File: src/rtl/io_timer_irq.sv
// Memory-mapped prescaled 32-bit timer with compare match and a sticky pending interrupt.
// Write-only registers are decoded from the core's IO store port.
module io_timer_irq #(
   parameter logic [9:0] ADR_BASE = 10'h3F0
) (
   input  logic        clk,
   input  logic        rst,
   input  logic [9:0]  st_adr_io,
   input  logic [31:0] st_data_io,
   input  logic [3:0]  st_we_io,
   output logic        interrupt_0,
   output logic        timer_pending,
   output logic [31:0] timer_count
);

   logic [9:0]  offset;
   logic        hit;
   logic        wr_ctrl, wr_presc, wr_cmp, wr_cnt, clr_req;
   logic        en, reload, ie;
   logic [15:0] prescale, presc_cnt;
   logic [31:0] compare, count;
   logic        pending;
   logic        tick, cmp_eq, match;

   function automatic logic [31:0] merge_bytes(input logic [31:0] old_val,
                                               input logic [31:0] new_val,
                                               input logic [3:0]  we);
      logic [31:0] res;
      res = old_val;
      for (int b = 0; b < 4; b++)
         if (we[b]) res[8*b +: 8] = new_val[8*b +: 8];
      return res;
   endfunction

   // Subtracting the base makes out-of-map addresses (including wrap-around) fall outside 0..4.
   assign offset   = st_adr_io - ADR_BASE;
   assign hit      = (st_we_io != 4'b0000) && (offset < 10'd5);
   assign wr_ctrl  = hit && (offset == 10'd0) && st_we_io[0];
   assign wr_presc = hit && (offset == 10'd1);
   assign wr_cmp   = hit && (offset == 10'd2);
   assign clr_req  = hit && (offset == 10'd3) && st_we_io[0] && st_data_io[0];
   assign wr_cnt   = hit && (offset == 10'd4);

   // >= keeps a PRESCALE lowered below presc_cnt from waiting for a 16-bit wrap.
   assign tick   = en && (presc_cnt >= prescale);
   assign cmp_eq = (count == compare);
   assign match  = tick && !wr_cnt && cmp_eq;

   always_ff @(posedge clk) begin
      if (rst) begin
         en          <= 1'b0;
         reload      <= 1'b0;
         ie          <= 1'b0;
         prescale    <= 16'h0000;
         presc_cnt   <= 16'h0000;
         compare     <= 32'hFFFF_FFFF;
         count       <= 32'h0000_0000;
         pending     <= 1'b0;
         interrupt_0 <= 1'b0;
      end else begin
         if (wr_ctrl) begin
            en     <= st_data_io[0];
            reload <= st_data_io[1];
            ie     <= st_data_io[2];
         end else if (match && !reload) begin
            en <= 1'b0;
         end

         if (wr_ctrl && st_data_io[0] && !en)
            presc_cnt <= 16'h0000;
         else if (tick)
            presc_cnt <= 16'h0000;
         else if (en)
            presc_cnt <= presc_cnt + 16'd1;

         if (wr_presc && st_we_io[0]) prescale[7:0]  <= st_data_io[7:0];
         if (wr_presc && st_we_io[1]) prescale[15:8] <= st_data_io[15:8];

         if (wr_cmp)
            compare <= merge_bytes(compare, st_data_io, st_we_io);

         if (wr_cnt)
            count <= merge_bytes(count, st_data_io, st_we_io);
         else if (tick) begin
            if (cmp_eq) begin
               if (reload) count <= 32'h0000_0000;
            end else begin
               count <= count + 32'd1;
            end
         end

         if (match)
            pending <= 1'b1;
         else if (clr_req)
            pending <= 1'b0;

         interrupt_0 <= pending && ie;
      end
   end

   assign timer_pending = pending;
   assign timer_count   = count;

endmodule

File: config.mk
export PLATFORM = sky130hd
export DESIGN_NAME = io_timer_irq
export DESIGN_NICKNAME = d
export VERILOG_FILES = /design/src/rtl/io_timer_irq.sv
export SDC_FILE = /design/constraint.sdc
export NUM_CORES = 1
export LEC_CHECK = 0
export ABC_AREA = 0
export CORE_UTILIZATION = 30
export CTS_BUF_LIST = sky130_fd_sc_hd__clkbuf_8
export DETAILED_ROUTE_END_ITERATION = 6
export HOLD_SLACK_MARGIN = 0.02
export SYNTH_ARGS = -nofsm -noshare
export SYNTH_HDL_FRONTEND = slang
export SYNTH_SLANG_ARGS = --single-unit
File: constraint.sdc
create_clock -name clk -period 4 [get_ports clk]
set_input_delay 0.8 -clock clk [delete_from_list [all_inputs] [get_ports clk]]
set_output_delay 0.8 -clock clk [all_outputs]
set_load 0.05 [all_outputs]
======== After elaboration in Yosys (flattened, before gate mapping) ========
Index checks and enable logic that the tools add are counted.
word-level totals
  register bits ........................... 101
  input port bits ......................... 48
  word-level logic and storage cells ...... 78
operators by class
  $add $sub $neg .......................... 3
  $lt $le $gt $ge ......................... 2
  equality and inequality tests ........... 10
  multiplexer cells ....................... 12
  reductions and logical operators ........ 35
operators by type and width
  kind                                                          count
  two-way mux 32 bit                                            4
  adder 32 x 1 -> 32 bit (second input constant)                1
  equality test 32 bit                                          1
  two-way mux 8 bit                                             4
  equality test 10 x 2 -> 1 bit (second input constant)         2
  logical AND 1 bit                                             18
  adder 16 x 1 -> 16 bit (second input constant)                1
  greater-or-equal comparator 16 bit                            1
  AND reduction 3 bit                                           4
  equality test 10 x 1 -> 1 bit (second input constant)         1
  equality test 10 x 3 -> 1 bit (second input constant)         1
  zero test 10 bit                                              1
  less-than comparator 10 x 3 -> 1 bit (second input constant)  1
  subtractor 10 bit (second input constant)                     1
  inequality test 2 bit (second input constant)                 4
  AND reduction 2 bit                                           4
  nonzero test 2 bit                                            3
  two-way mux 1 bit                                             4
  nonzero test 4 bit                                            1
  zero test 1 bit                                               3
  inequality test 3 bit (second input constant)                 1
  OR reduction 3 bit                                            1

======== Longest topological paths before layout ========
Gate-level depths: netlist (run 1).
  depth after elaboration ................. 10
  mapped depth ............................ 10
  depth with buffers taken out ............ 9

======== Worst setup path after synthesis (run 1) ========
No wires, ideal clock.
  kind .................................... input -> register
  from .................................... in st_we_io[1]
  to ...................................... reg count[2], in the netlist timer_count[2]
  library setup time ...................... 117 ps
  data arrival time ....................... 2378 ps
  required time ........................... 3883 ps
  path slack .............................. 1504 ps
  cell stages on the path ................. 7
  cell sequence ........................... nor4_1 -> nor2_1 -> nand3_1 -> nand2_1 -> o31ai_2 -> o21ai_0 -> a32o_1
on the way
  longest elaborated chain between the ends .. 5
RTL lines
  what                                                                  RTL line  source
  start: declaration                                                    10        input logic [3:0] st_we_io,
  nonzero test 4 bit (*)                                                37        assign hit = (st_we_io != 4'b0000) && (offset < 10'd5);
  logical AND 1 bit (*)                                                 37
  logical AND 1 bit (*)                                                 42        assign wr_cnt = hit && (offset == 10'd4);
  inequality test 3 bit (no source line), or another cell as far along  --
  AND reduction 3 bit (no source line)                                  --
  end signal: assignment                                                83        count <= merge_bytes(count, st_data_io, st_we_io);
  end signal: assignment                                                88        count <= count + 32'd1;
  end: declaration                                                      21        logic [31:0] compare, count;
Every way passes the cells marked *; elsewhere a longest branch is shown, timed or not.
A chain may end at the register's enable or synchronous reset.

======== Worst setup path in the final report (run 1) ========
  from .................................... in st_we_io[0]
  to ...................................... reg count[13], in the netlist timer_count[13]
The elaborated chain is that of the path after synthesis.

==> metrics.md, run 1 <==
| Metric | Value |
|---|---|
| Fillers | 1,847 |
| CTS tree | done |
| Post-synth top cells | dfxtp_1 (101), nand2_1 (75), nand3_1 (74) |
| Peak supply drop | 0.1240 mV |
| Via count | 5,187 |
| Starting DRC count in detailed routing | 401 |
| EDFF count, synth | 0 |
| Clock root cell | clkbuf_8 |
| Fin util | 37.58% |
| Die area | 0.01913 mm2 |
| Die Height | 138.3 um |
| ANT cells | 0 |
| TritonCTS Buffers | 9 |
| Yosys top cell area share | 36.27% |
| Max-cap violations | 0 |
| First-pass GRT wire length | 26,560 um |
| Outcome | finished, violations left |
| Fin. Hold Viols | 0 |
| Gr ovfl total | 0 |
| Yosys reg bits | 101 |
| Pin count of the biggest net entering global routing | 43 |
| Post-Syn Nets | 746 |
| RSZ-0062 raised after global routing | no |
| Ports | 82 |
| Buffer and inverter count on the worst path | 2 |
| Worst hold start | compare[26]$_SDFFE_PP1P_ |
| Netlist cell types | 50 |
| Post-CTS Resized | 0 |
| Worst Tran Pin Value | 928.2 ps |
| DP Worst Slack | 494.0 ps |
| Clock transition at path regs | 100 ps |
| Primary FF master, synth | dfxtp_1 |
| CP cell instances | clkdlybuf4s50_1, nor4_1, nor3_1, and3_1, nor2_1, buf_4, a22oi_1, a211oi_1 |
| Post-DP HPWL | 12,440 um |
| Worst-Skew Late Latency | 380 ps |
| Hold_ws | 482.5 ps |
| Max-slew violations | 0 |
| Period utilisation layout | 78.28% |
| Antenna Nets Post-Route | 0 |
| Share of cells above drive strength 1 | 5.859% |
| Hold buffers post-CTS | 0 |
| CP startpoint | st_we_io[0] |
| Vias per inst | 5.293 |
| Initial antenna violation count | 0 |
| Element type at the critical path end | flop |
| # rows | 49 |
| Crit start category | input pin |
| Most common cell in the netlist | dfxtp_1 |
| Final net count | 813 |
| Synth Instances | 680 |
| Crit Path Category | input pin to flop |
| P&R area growth vs syn | 21.90% |
| Largest cells by area after synthesis | dfxtp_1 (36%), xor2_1 (7.7%), nand3_1 (6.6%) |
| Final Critical Period | 3131 ps |
| Crit path max fanout | 13 |
| Clock sinks | 101 |
| CTS H-tree depth | 3 |
| Setup TNS | 0 ps |
| WL/cell | 17.21 um |
| Final routed DRC violation total | 10 |
| Clock Path Buffers | 2 |
| Leak | 2.547 nW |
| Tot Pwr | 1.732 mW |
| Worst path max stage delay | 680 ps |
| Worst path slowest cell | nor2_1 |
| Synthesis warning total | 0 |
| Pre-Repair DR Iteration Count | 7 |
| Register area share after synthesis | 36.27% |
| Vias in the first global route | 4,775 |
| Mean Syn Cell Area | 8.199 um2 |
| Final WS setup | 868.9 ps |
| Wirelength, routed | 16,870 um |
| Power Dens Cells | 254.8 mW/mm2 |
| Async set-or-reset flop fraction in the synthesized netlist | 0% |
| Top delay family on crit path | simple AND/OR/NAND/NOR gates |
| Hold/Removal Path Class | flop to flop |
| FF-to-FF Start | presc_cnt[0]$_SDFFE_PP0P_ |
| Core box area | 0.01809 mm2 |
| Count of final setup violators | 0 |
| Synthesized area | 0.005575 mm2 |
| GRT Util Overall | 17.65% |
| GPL Wtd Cong | 0.8347 |
| Max Freq | 0.3194 GHz |
| Worst Clk Skew | 14.54 ps |
| Die width | 138.3 um |
| CP arrival | 3430 ps |
| Failing checks | design-rule violations |
| Initial Util | 30.83% |
| IO buf count | 81 |
| Cell accounting for the most synthesized area | dfxtp_1 |
| Post-CTS setup buffer count | 0 |
| Worst slew margin | 37.75% |
| Critical path required time | 4300 ps |
==> per-stage QoR <==
stage / std cells / cell area (um2)
2_1_floorplan: 680 / 5575
3_3_place_gp: 965 / 6613
3_5_place_dp: 965 / 6613
4_1_cts: 980 / 6797
5_1_grt: 980 / 6797
6_report: 980 / 6797
==> cells in the final DEF (no fill, tap or decap), drive strengths merged, types with 3 or more instances in the layout <==
cell and instances:
a221oi 8, nor3 21, and3 13, o21ai 11, nand3 74, a22oi 4
nand4 21, and4 5, nand2 75, nor4 17, mux2i 27, xnor2 14
xor2 49, ha 18, o22ai 3, a32o 6, o211ai 5, clkbuf 11
o31ai 11, inv 28, a211oi 11, and2 5, a21oi 28, clkdlybuf4s50 80
buf 16, nor2b 4, nor2 60, dfxtp 101
==> per-layer routing <==
layer / track usage [%] / vias to the layer above / part of all wire, % / routed length, um
li1: - / 2557 / - / -
met1: 25.05 / 2459 / 47 / 7954
met2: 27.22 / 155 / 46 / 7752
met3: 2.078 / 16 / 5.0 / 846
met4: 6.801 / 0 / 1.9 / 314
met5: 0 / - / 0 / 0
==> tightest hold or removal path, delay by kind of cell (launching register included) <==
kind / cells / cell delay, ps
flops: 1 / 330
simple gates: 2 / 110
==> path summary, 6_finish.rpt <==
| kind | end | slack [ps] | cells after the start |
|---|---|---|---|
| max reg2reg | timer_count[11]$_SDFFE_PP0P_ | 980 | 9 |
| min | compare[26]$_SDFFE_PP1P_ | 480 | 2 |
| min reg2reg | compare[26]$_SDFFE_PP1P_ | 480 | 2 |
| max | timer_count[13]$_SDFFE_PP0P_ | 870 | 8 |
==> sequential cells by signal (all words and copies together) (netlist names) <==
signal / count
reload: 1
timer_count: 32
interrupt_0: 1
prescale: 16
ie: 1
en: 1
timer_pending: 1
compare: 32
presc_cnt: 16
==> where the power goes <==
part	total, mW	switching (mW)	internal (mW)
logic	0.104	0.0546	0.0489
registers	1.00	0.000186	1.00
clock network	0.623	0.363	0.260
==> kinds of logic (layout without fill, tap and decap cells) <==
kind of cell	count (synthesis)	after routing	synth area share (%)
flops	101	101	36.27
compound gates	102	102	13.40
mux	27	27	4.847
buf+inv	67	138	4.825
xor+xnor	63	63	9.897
fa+ha+maj	18	18	4.040
simple gates	302	302	26.73
==> layout make-up <==
| type | count | area (um2) | share of cell area, % |
|---|---|---|---|
| inverter | 27 | 101.3 | 1.491 |
| tap | 229 | 286.5 | 4.216 |
| clock inverter | 4 | 32.53 | 0.4786 |
| sequential | 101 | 2022 | 29.75 |
| clock buffer | 11 | 151.4 | 2.228 |
| multi-input combinational | 512 | 3284 | 48.32 |
| timing repair buffer | 96 | 918.4 | 13.51 |
No activity file was read; power rests on OpenSTA's default activity.
==> run 2, diff against run 1 <==
Clock period 4 ns to 2.9 ns, I/O delays scaled along.
==> run 2 against run 1 <==
  * The flow still finishes with violations (design-rule violations)
  * Cell count grew 3.4%
  * Count of clock-buffer cells in the layout shrank 2
  * Power grew 51%
  * Sequential power grew 39%
  * Critical path type unchanged
  * Largest cell class unchanged
==> metrics.md, run 2 (synthesized netlist as in run 1, its figures left out) <==
| Metric | Value |
|---|---|
| Outcome | finished, violations left |
| Failing checks | design-rule violations |
| Worst slew margin | 60.93% |
| Max Freq | 0.3817 GHz |
| Period utilisation layout | 90.33% |
| CTS tree | done |
| Most frequent cells in the layout | dfxtp_1 (101), clkdlybuf4s50_1 (80), nand2_1 (75), nand3_1 (74), nor2_1 (60) |
| Crit Path Category | input pin to flop |
| CP arrival | 2870 ps |
| Leading cell type in the layout, fill and taps excluded | dfxtp_1 |
| Leak | 2.753 nW |
| Clock sinks | 101 |
| Die area | 0.01913 mm2 |
| Vias in the first global route | 4,907 |
| Fin util | 39.37% |
| Fin. Hold Viols | 0 |
| Die width | 138.3 um |
| Critical path required time | 3160 ps |
| Worst Tran Pin Value | 585.6 ps |
| Hold/Removal Path Class | flop to flop |
| Peak supply drop | 0.1691 mV |
| # rows | 49 |
| Post-route insts no fill | 1,013 |
| RSZ-0062 raised after global routing | no |
| Power Dens Cells | 367.4 mW/mm2 |
| Final net count | 846 |
| Clock transition at path regs | 90 ps |
| Worst Clk Skew | 11.19 ps |
| Element type at the critical path end | flop |
| Clock root cell | clkbuf_8 |
| GRT Util Overall | 17.89% |
| Antenna Nets Post-Route | 0 |
| Pin count of the biggest net entering global routing | 43 |
| First-pass GRT wire length | 26,950 um |
| Placed insts | 998 |
| Post-DP HPWL | 12,770 um |
| WHS Path Cells | 2 |
| Max-cap violations | 0 |
| IO buf count | 81 |
| ANT cells | 0 |
| Gr ovfl total | 0 |
| Ports | 82 |
| Pre-Repair DR Iteration Count | 7 |
| Setup TNS | 0 ps |
| CTS H-tree depth | 3 |
| Post-CTS Resized | 0 |
| TritonCTS Buffers | 9 |
| Vias per inst | 5.204 |
| Final Critical Period | 2620 ps |
| Die Height | 138.3 um |
| Hold buffers post-CTS | 0 |
| Wirelength, routed | 17,020 um |
| Crit start category | input pin |
| Via count | 5,272 |
| Clock Path Buffers | 2 |
| Crit path max fanout | 13 |
| Max-slew violations | 0 |
| Starting DRC count in detailed routing | 523 |
| Final routed DRC violation total | 10 |
| GPL Wtd Cong | 0.8415 |
| Core box area | 0.01809 mm2 |
| Worst-Skew Late Latency | 390 ps |
| WL/cell | 16.80 um |
| Post-CTS setup buffer count | 0 |
| Share of cells above drive strength 1 | 9.821% |
| Initial antenna violation count | 0 |
| P&R area growth vs syn | 27.72% |
| Tot Pwr | 2.616 mW |
| R2R cell count | 7 |
| Count of final setup violators | 0 |
| Initial Util | 30.83% |
## run 2: area by class of cell
cell class	instances	area, um2
Clock buffer	9	123.9
Clock inverter	6	111.4
Fill cell	1814	10970
Inverter	27	101.3
Multi-Input combinational cell	512	3284
Sequential cell	101	2022
Tap cell	229	286.5
Timing Repair Buffer	129	1191
## run 2: through the flow
stage	area [um2]	setup slack, ps	hold slack, ps
final	7121	280.3	482.6
after global routing	7121	27.05	501.3
after CTS	7121	289.9	485.8
after detailed placement	6885	-100.5	472.8
after global placement	6885	-107.3	467.4
after floorplan	5575	426.6	455.4
## run 2: routing by layer
layer	vias to the layer above	routed length, um	GRT usage [%]
li1	2629	-	-
met1	2490	8138	24.72
met2	130	7675	27.54
met3	23	807	2.910
met4	0	395	7.510
met5	-	0	0
## run 2: critical path, stage by stage
cell and delay [ps]:
clkdlybuf4s50_1 550, nor4_1 100, nor3_1 260, and2_1 180
and4b_1 580, nand2_1 380, nand2_1 150, nand3_1 70
## run 2: path summary, 6_finish.rpt
path,startpoint,end,slack [ps]
hold reg to reg,compare[31]$_SDFFE_PP1P_,compare[31]$_SDFFE_PP1P_,480
hold / removal,compare[31]$_SDFFE_PP1P_,compare[31]$_SDFFE_PP1P_,480
setup / recovery,st_we_io[2],compare[31]$_SDFFE_PP1P_,280
setup reg to reg,timer_count[17]$_SDFFE_PP0P_,timer_count[20]$_SDFFE_PP0P_,280
## run 2: report_power, final
part	switching, mW	leakage, nW	total, mW	internal [mW]
clock	0.510	0.116	1.08	0.570
sequential	0.000214	0.814	1.39	1.39
combinational	0.0764	1.82	0.150	0.0739
total	0.586	2.75	2.62	2.03
